<file path="src/rtl/turn_sequencer_if.sv">
`default_nettype none
// +----------------------------------------------------------------------+
// | Module      : turn_sequencer_if                                      |
// | Description : Requester/board bus bundle for turn_sequencer. The     |
// |               master side is the environment, which drives the       |
// |               requests and the board turn. The slave side is the     |
// |               sequencer.                                             |
// | Revision    : 1.0  initial release                                   |
// +----------------------------------------------------------------------+
interface turn_sequencer_if #(
  parameter int IDX_W = 4,
  parameter int CNT_W = 4
);
  // Player requester
  logic             p_req;
  logic [IDX_W-1:0] p_loc;
  logic             p_gnt;
  // AI requester
  logic             ai_req;
  logic [IDX_W-1:0] ai_loc;
  logic             ai_gnt;
  // Game control and board side
  logic             game_rst;
  logic             board_turn;
  logic [IDX_W-1:0] update_loc;
  logic             submit;
  logic             board_reset;
  // Status
  logic             busy;
  logic             done;
  logic             reject;
  logic [CNT_W-1:0] move_count;

  modport master (
    output p_req, p_loc, ai_req, ai_loc, game_rst, board_turn,
    input  p_gnt, ai_gnt, update_loc, submit, board_reset,
           busy, done, reject, move_count
  );

  modport slave (
    input  p_req, p_loc, ai_req, ai_loc, game_rst, board_turn,
    output p_gnt, ai_gnt, update_loc, submit, board_reset,
           busy, done, reject, move_count
  );
endinterface
`default_nettype wire

</file>
<file path="src/rtl/turn_sequencer.sv">
`default_nettype none
// +----------------------------------------------------------------------+
// | Module      : turn_sequencer                                         |
// | Description : Serialises every write into the board state holder.    |
// |               It grants the requester whose turn the board reports   |
// |               and turns each grant into an update_loc/submit pulse.  |
// |               It runs the game-reset sequence. A move is accepted    |
// |               when the board turn flips; it is rejected when the     |
// |               flip does not arrive in time.                          |
// | Option      : TURN_SEQ_OOT_REJECT_EN - out-of-turn requests are      |
// |               granted and rejected immediately, not left pending.    |
// | Revision    : 1.0  initial release                                   |
// +----------------------------------------------------------------------+
module turn_sequencer #(
  parameter int CELLS     = 9,
  parameter int IDX_W     = 4,
  parameter int PULSE_LEN = 2,
  parameter int TIMEOUT   = 6,
  parameter int CNT_W     = 4
) (
  input wire              clk,
  input wire              rst_n,
  turn_sequencer_if.slave bus
);

  // One timer serves both the submit pulse and the flip timeout.
  localparam int               TMR_MAX     = (TIMEOUT > PULSE_LEN) ? TIMEOUT : PULSE_LEN;
  localparam int               TMR_W       = $clog2(TMR_MAX + 1);
  localparam logic [TMR_W-1:0] PULSE_LAST  = TMR_W'(PULSE_LEN - 1);
  localparam logic [TMR_W-1:0] TIMEOUT_LAST = TMR_W'(TIMEOUT - 1);
  localparam logic [IDX_W:0]   CELLS_X     = (IDX_W + 1)'(CELLS);
  localparam logic [CNT_W-1:0] CNT_SAT     = CNT_W'(CELLS);

  typedef enum logic [2:0] {
    S_IDLE   = 3'd0,
    S_SETUP  = 3'd1,
    S_PULSE  = 3'd2,
    S_WAIT   = 3'd3,
    S_RSETUP = 3'd4,
    S_RPULSE = 3'd5,
    S_RHOLD  = 3'd6
  } state_t;

  state_t           state_q, state_d;
  logic [TMR_W-1:0] tmr_q, tmr_d;
  logic             rst_pend_q, rst_pend_d;
  logic             turn_q, turn_d;
  logic [IDX_W-1:0] update_loc_q, update_loc_d;
  logic             submit_q, submit_d;
  logic             board_reset_q, board_reset_d;
  logic             busy_q, busy_d;
  logic             done_q, done_d;
  logic             reject_q, reject_d;
  logic             p_gnt_q, p_gnt_d;
  logic             ai_gnt_q, ai_gnt_d;
  logic [CNT_W-1:0] move_count_q, move_count_d;

  // Select the requester whose side matches the board turn.
  logic             in_req;
  logic [IDX_W-1:0] in_loc;
  logic             in_loc_ok;
  logic             gnt_hold;

  assign in_req    = bus.board_turn ? bus.ai_req : bus.p_req;
  assign in_loc    = bus.board_turn ? bus.ai_loc : bus.p_loc;
  assign in_loc_ok = ({1'b0, in_loc} < CELLS_X);
  // A request is still high in its grant cycle. Hold off, or it is served twice.
  assign gnt_hold  = p_gnt_q | ai_gnt_q;

`ifdef TURN_SEQ_OOT_REJECT_EN
  logic oot_req;
  assign oot_req = bus.board_turn ? bus.p_req : bus.ai_req;
`else
  // Out-of-turn requests need no decode; they wait for their turn.
`endif

  // Next-state and next-output computation for the sequencer FSM.
  always_comb begin
    state_d      = state_q;
    tmr_d        = tmr_q;
    rst_pend_d   = rst_pend_q | bus.game_rst;
    turn_d       = turn_q;
    update_loc_d = update_loc_q;
    move_count_d = move_count_q;
    p_gnt_d      = 1'b0;
    ai_gnt_d     = 1'b0;
    done_d       = 1'b0;
    reject_d     = 1'b0;

    case (state_q)
      S_IDLE: begin
        if (rst_pend_q || bus.game_rst) begin
          state_d    = S_RSETUP;
          rst_pend_d = 1'b0;
        end else if (!gnt_hold) begin
          if (in_req) begin
            p_gnt_d  = ~bus.board_turn;
            ai_gnt_d = bus.board_turn;
            if (in_loc_ok) begin
              update_loc_d = in_loc;
              turn_d       = bus.board_turn;
              state_d      = S_SETUP;
            end else begin
              // An index off the board never reaches the board.
              reject_d = 1'b1;
            end
          end
`ifdef TURN_SEQ_OOT_REJECT_EN
          else if (oot_req) begin
            p_gnt_d  = bus.board_turn;
            ai_gnt_d = ~bus.board_turn;
            reject_d = 1'b1;
          end
`else
          // Out-of-turn requests stay pending until the turn comes round.
`endif
        end
      end

      S_SETUP: begin
        state_d = S_PULSE;
        tmr_d   = '0;
      end

      S_PULSE: begin
        if (tmr_q == PULSE_LAST) begin
          state_d = S_WAIT;
          tmr_d   = '0;
        end else begin
          tmr_d = tmr_q + TMR_W'(1);
        end
      end

      S_WAIT: begin
        if (bus.board_turn != turn_q) begin
          done_d  = 1'b1;
          state_d = S_IDLE;
          if (move_count_q < CNT_SAT) begin
            move_count_d = move_count_q + CNT_W'(1);
          end
        end else if (tmr_q == TIMEOUT_LAST) begin
          // The board did not flip, so it refused the move (cell occupied).
          reject_d = 1'b1;
          state_d  = S_IDLE;
        end else begin
          tmr_d = tmr_q + TMR_W'(1);
        end
      end

      S_RSETUP: begin
        state_d = S_RPULSE;
        tmr_d   = '0;
      end

      S_RPULSE: begin
        if (tmr_q == PULSE_LAST) begin
          state_d = S_RHOLD;
          tmr_d   = '0;
        end else begin
          tmr_d = tmr_q + TMR_W'(1);
        end
      end

      S_RHOLD: begin
        // board_reset stays high one cycle past the submit fall, where the board samples it.
        state_d      = S_IDLE;
        move_count_d = '0;
      end

      default: begin
        state_d = S_IDLE;
      end
    endcase

    // Strobe outputs follow the next state, so each one is a clean flop output.
    submit_d      = (state_d == S_PULSE) || (state_d == S_RPULSE);
    board_reset_d = (state_d == S_RSETUP) || (state_d == S_RPULSE) || (state_d == S_RHOLD);
    busy_d        = (state_d != S_IDLE);
  end

  // State and registered outputs, cleared asynchronously.
  always_ff @(posedge clk or negedge rst_n) begin
    if (!rst_n) begin
      state_q       <= S_IDLE;
      tmr_q         <= '0;
      rst_pend_q    <= 1'b0;
      turn_q        <= 1'b0;
      update_loc_q  <= '0;
      submit_q      <= 1'b0;
      board_reset_q <= 1'b0;
      busy_q        <= 1'b0;
      done_q        <= 1'b0;
      reject_q      <= 1'b0;
      p_gnt_q       <= 1'b0;
      ai_gnt_q      <= 1'b0;
      move_count_q  <= '0;
    end else begin
      state_q       <= state_d;
      tmr_q         <= tmr_d;
      rst_pend_q    <= rst_pend_d;
      turn_q        <= turn_d;
      update_loc_q  <= update_loc_d;
      submit_q      <= submit_d;
      board_reset_q <= board_reset_d;
      busy_q        <= busy_d;
      done_q        <= done_d;
      reject_q      <= reject_d;
      p_gnt_q       <= p_gnt_d;
      ai_gnt_q      <= ai_gnt_d;
      move_count_q  <= move_count_d;
    end
  end

  assign bus.p_gnt       = p_gnt_q;
  assign bus.ai_gnt      = ai_gnt_q;
  assign bus.update_loc  = update_loc_q;
  assign bus.submit      = submit_q;
  assign bus.board_reset = board_reset_q;
  assign bus.busy        = busy_q;
  assign bus.done        = done_q;
  assign bus.reject      = reject_q;
  assign bus.move_count  = move_count_q;

endmodule
`default_nettype wire

</file>
<file path="src/flat_wrapper.sv">
// flat-port wrapper written by rule: the top's interface ports become plain ports
module turn_sequencer_flat 
#(
  parameter int CELLS     = 9,
  parameter int IDX_W     = 4,
  parameter int PULSE_LEN = 2,
  parameter int TIMEOUT   = 6,
  parameter int CNT_W     = 4
)
  (clk, rst_n, bus_p_req, bus_p_loc, bus_ai_req, bus_ai_loc, bus_game_rst, bus_board_turn, bus_p_gnt, bus_ai_gnt, bus_update_loc, bus_submit, bus_board_reset, bus_busy, bus_done, bus_reject, bus_move_count);
  turn_sequencer_if #(.IDX_W(IDX_W), .CNT_W(CNT_W)) bus_i ();
  input wire clk;
  input wire rst_n;
  input wire logic [$bits(bus_i.p_req)-1:0] bus_p_req;
  input wire logic [$bits(bus_i.p_loc)-1:0] bus_p_loc;
  input wire logic [$bits(bus_i.ai_req)-1:0] bus_ai_req;
  input wire logic [$bits(bus_i.ai_loc)-1:0] bus_ai_loc;
  input wire logic [$bits(bus_i.game_rst)-1:0] bus_game_rst;
  input wire logic [$bits(bus_i.board_turn)-1:0] bus_board_turn;
  output wire logic [$bits(bus_i.p_gnt)-1:0] bus_p_gnt;
  output wire logic [$bits(bus_i.ai_gnt)-1:0] bus_ai_gnt;
  output wire logic [$bits(bus_i.update_loc)-1:0] bus_update_loc;
  output wire logic [$bits(bus_i.submit)-1:0] bus_submit;
  output wire logic [$bits(bus_i.board_reset)-1:0] bus_board_reset;
  output wire logic [$bits(bus_i.busy)-1:0] bus_busy;
  output wire logic [$bits(bus_i.done)-1:0] bus_done;
  output wire logic [$bits(bus_i.reject)-1:0] bus_reject;
  output wire logic [$bits(bus_i.move_count)-1:0] bus_move_count;
  assign bus_i.p_req = bus_p_req;
  assign bus_i.p_loc = bus_p_loc;
  assign bus_i.ai_req = bus_ai_req;
  assign bus_i.ai_loc = bus_ai_loc;
  assign bus_i.game_rst = bus_game_rst;
  assign bus_i.board_turn = bus_board_turn;
  assign bus_p_gnt = bus_i.p_gnt;
  assign bus_ai_gnt = bus_i.ai_gnt;
  assign bus_update_loc = bus_i.update_loc;
  assign bus_submit = bus_i.submit;
  assign bus_board_reset = bus_i.board_reset;
  assign bus_busy = bus_i.busy;
  assign bus_done = bus_i.done;
  assign bus_reject = bus_i.reject;
  assign bus_move_count = bus_i.move_count;
  turn_sequencer #(.CELLS(CELLS), .IDX_W(IDX_W), .PULSE_LEN(PULSE_LEN), .TIMEOUT(TIMEOUT), .CNT_W(CNT_W)) u_core (.clk(clk), .rst_n(rst_n), .bus(bus_i));
endmodule
</file>
<file path="config.mk">
export PLATFORM = sky130hd
export DESIGN_NAME = turn_sequencer_flat
export DESIGN_NICKNAME = d
export VERILOG_FILES = /design/src/rtl/turn_sequencer_if.sv /design/src/rtl/turn_sequencer.sv /design/src/flat_wrapper.sv
export SDC_FILE = /design/constraint.sdc
export NUM_CORES = 1
export LEC_CHECK = 0
export ABC_AREA = 1
export CAP_MARGIN = 15
export CORE_MARGIN = 2
export CORE_UTILIZATION = 47
export CTS_BUF_LIST = sky130_fd_sc_hd__clkbuf_4
export DETAILED_ROUTE_END_ITERATION = 6
export HOLD_SLACK_MARGIN = 0.12
export PLACE_DENSITY = 0.78
export SETUP_SLACK_MARGIN = 0.02
export SYNTH_ARGS = -nofsm -noshare
export SYNTH_HDL_FRONTEND = slang
export SYNTH_SLANG_ARGS = --single-unit
</file>
<file path="constraint.sdc">
create_clock -name clk -period 1.4 [get_ports clk]
set_input_delay 0.28 -clock clk [delete_from_list [all_inputs] [get_ports clk]]
set_output_delay 0.28 -clock clk [all_outputs]
set_load 0.01 [all_outputs]
</file>
==> impl_metrics.ini <==
[layout]
syn2layout_area_growth_pct = 49.95
finalNetCount = 239
fill_cells = 198
multi_input_area_um2 = 714.4
fin_cells = 251
drive_above_1_share = 0.3727
antenna_cells = 0
regArea_um2 = 579.3

[detailed_routing]
drt_iter0_drc = 35
drc_errors = 0
drt_wl_total_um = 3361
vias = 1259
wl_met1_um = 1323
met3_length_um = 129
dr_wl_met2_um = 1799
wl_per_cell_um = 13.39
via_per_inst = 5.016
first_pass_iters = 4
drtAntennaViolNets = 0
topRoutingLayerUsed = met4

[grt]
grt_pass1_vias = 1191
grt_start_max_net_pins = 24
grt_pass1_wl_um = 4995
grt_use_total = 0.1985
grt_overflow = 0
antenna_found_initial = 0

[critical_path]
max_stage_delay_ns = 0.41
crit_buf_inv = 3
end_kind = register
path_delay_family = simple AND/OR/NAND/NOR gates
crit_type = reg2reg
cp_max_fo = 4
cpMaxStageDelayCell = dfrtp_1
crit_chain = inv_2 > ha_4 > inv_2 > nor2_4 > inv_2 > nand2_2 > nand2_2 > a21oi_2 > nand3_2 > nand2_1
critPathRequiredTime_ns = 1.67
critPathLaunchType = register
arrival_ns = 1.65
crit_top_cell = inv_2

[synth]
synth_warnings = 0
synthTopCellsByArea = dfrtp_1 (44%), nand2_1 (15%), inv_1 (7.2%), nand3_1 (4.2%), ha_1 (3.8%)
yosysSeqAreaShare = 0.4419
synth_top_area_frac = 0.4419
yosysTopAreaCell = dfrtp_1
yosysUniqueCellTypes = 25
avgSynthCellArea_um2 = 8.040
synth-seq-cells = 23
synth.net_count = 180
netlist_area_mm2 = 0.001302
syn_inst = 162

[min_path]
hold_path_class = in2async

[job]
cap_violations = 0

[sta]
fmax_mhz = 725.2
hold_violations = 0
rsz0062_at_grt = true
finalCritPeriodShare = 0.9850
hold-worst-slack_ns = 0.3004
slew_viol_final = 0
setup_viol = 0
setup_slack_ns = 0.02101
tightest_slew_ns = 0.3368
slew_headroom = 0.7755
fin_crit_ns = 1.379
skew_ns = 0.002594

[floorplanning]
dieArea_mm2 = 0.003208
die_h_um = 56.64
die_w_um = 56.64
core_area_mm2 = 0.002686
pin_count = 29
row_count = 19
initial_core_util = 0.4849

[pwr]
p_leak_nw = 1.040
total_power_mw = 3.726
ir_drop_mv = 1.334
cellPowerDensity_mw_per_mm2 = 1908

[placed_design]
port_buffers = 28
gp_congestion = 0.8603
pre_cts_slack_ns = -0.4703
dp_hpwl_um = 2128
dpl.cell_count = 237

[clock_tree]
clk_pin_slew_ns = 0.13
cts.root.buffer_cell = clkbuf_4
clock_path_buffers = 2
cts_tree = done
numCtsBuffers = 3
clock_latency_ns = 0.32
cts.sinks = 23
cts_max_level = 1
cts_hold_buffers = 0

[outcome]
status = finished, final reports clean
## metrics by stage
| stage | instance area [µm²] | setup TNS, ns | utilization |
|---|---|---|---|
| 2_1_floorplan | 1303 | 0 | - |
| 3_3_place_gp | 1730 | -6.347 | 0.6442 |
| 3_5_place_dp | 1730 | -7.393 | 0.6442 |
| 4_1_cts | 1778 | 0 | 0.6619 |
| 5_1_grt | 1953 | -0.3233 | 0.7271 |
| 6_report | 1953 | 0 | 0.7271 |
## logic make-up (layout without fill, tap and decap cells)
group                      Yosys count  in the layout  synth area share
DFF                                 23             23            0.4419
buffers and inverters               29             87            0.1028
AOI/OAI and AO/OA                   18             18           0.08645
and+or+nand+nor                     86             86            0.3170
xor gates and xnor gates             2              2           0.01345
adders and majority gates            4              4           0.03843
## state kept, by name, summed over array words and instances, names as in the netlist
| signal | count |
|---|---|
| u_core.bus.p_gnt | 1 |
| u_core.bus.reject | 1 |
| u_core.rst_pend_q | 1 |
| u_core.bus.ai_gnt | 1 |
| u_core.bus.submit | 1 |
| u_core.turn_q | 1 |
| u_core.bus.move_count | 4 |
| u_core.bus.done | 1 |
| u_core.bus.busy | 1 |
| u_core.tmr_q | 3 |
| u_core.state_q | 3 |
| u_core.bus.board_reset | 1 |
| u_core.bus.update_loc | 4 |
## final timing paths
| kind | startpoint | end | slack, ns | cells past startpoint |
|---|---|---|---|---|
| min reg2reg | u_core.bus.update_loc[0]$_DFFE_PN0P_ | u_core.bus.update_loc[0]$_DFFE_PN0P_ | 0.50 | 2 |
| min in group clk | bus_board_turn | u_core.bus.p_gnt$_DFF_PN0_ | 0.49 | 2 |
| max in group asynchronous | rst_n | u_core.state_q[0]$_DFF_PN0_ | 0.85 | 2 |
| min | rst_n | u_core.bus.move_count[3]$_DFFE_PN0P_ | 0.30 | 2 |
| max | u_core.tmr_q[1]$_DFFE_PN0P_ | u_core.bus.submit$_DFF_PN0_ | 0.02 | 10 |
| max reg2reg | u_core.tmr_q[1]$_DFFE_PN0P_ | u_core.bus.submit$_DFF_PN0_ | 0.02 | 10 |
## layout make-up
class | instances | area share
Tap cell | 31 | 0.01986
Clock buffer | 3 | 0.01153
Clock inverter | 1 | 0.002562
Multi-Input combinational cell | 110 | 0.3658
Timing Repair Buffer | 57 | 0.2498
Inverter | 26 | 0.05381
Sequential cell | 23 | 0.2966
## power breakdown
group          internal, mW  total, mW  leakage (nW)  switching (mW)
combinational          1.04       2.27         0.729            1.23
sequential            0.914       1.13         0.292           0.216
clock                 0.107      0.322        0.0177           0.215
## synth_stat cells
cell and count:
xor2_1 1, o21ai_1 3, a21oi_1 2, ha_1 4, o21ai_0 7, nor3_2 1, nor2_2 2, nand3_2 2
o21ai_2 5, xnor2_1 1, nand3b_1 1, nand3_4 1, nand3_1 11, nand2_2 4, dfrtp_1 23, nand4_1 1
buf_6 3, nor3_1 2, nor2_4 1, inv_4 1, inv_1 25, a21oi_2 1, nor2_1 7, nand2_1 52
nor3_4 1
## layout by cell type, fill, tap and decap left out, types with 3 or more instances in the layout
cell type and count:
nand2_1 45, buf_4 27, dfrtp_1 20, inv_1 17, dlygate4sd2_1 15, clkdlybuf4s50_1 12, nand3_1 10, nand2_2 8
inv_2 6, o21ai_2 6, nor2_4 4, o21ai_1 4, o21ai_0 4, nor2_1 4, inv_4 3, nand2_4 3
clkbuf_4 3, buf_6 3, dfrtp_2 3
## timing repair
| action | in CTS | in global routing |
|---|---|---|
| pin swaps | 3 | 10 |
| endpoints found under the setup margin | 31 | 14 |
| gates resized for setup | 24 | 41 |
| cloned | 0 | 0 |
| buffers inserted | 3 | 7 |
## per-layer routing
layer / up-vias / track usage
met5: - / 0
met4: 0 / 0.07143
met3: 11 / 0.02995
met2: 39 / 0.3771
met1: 593 / 0.2197
li1: 616 / -
Note: power is estimated with default switching activity, not from simulation.
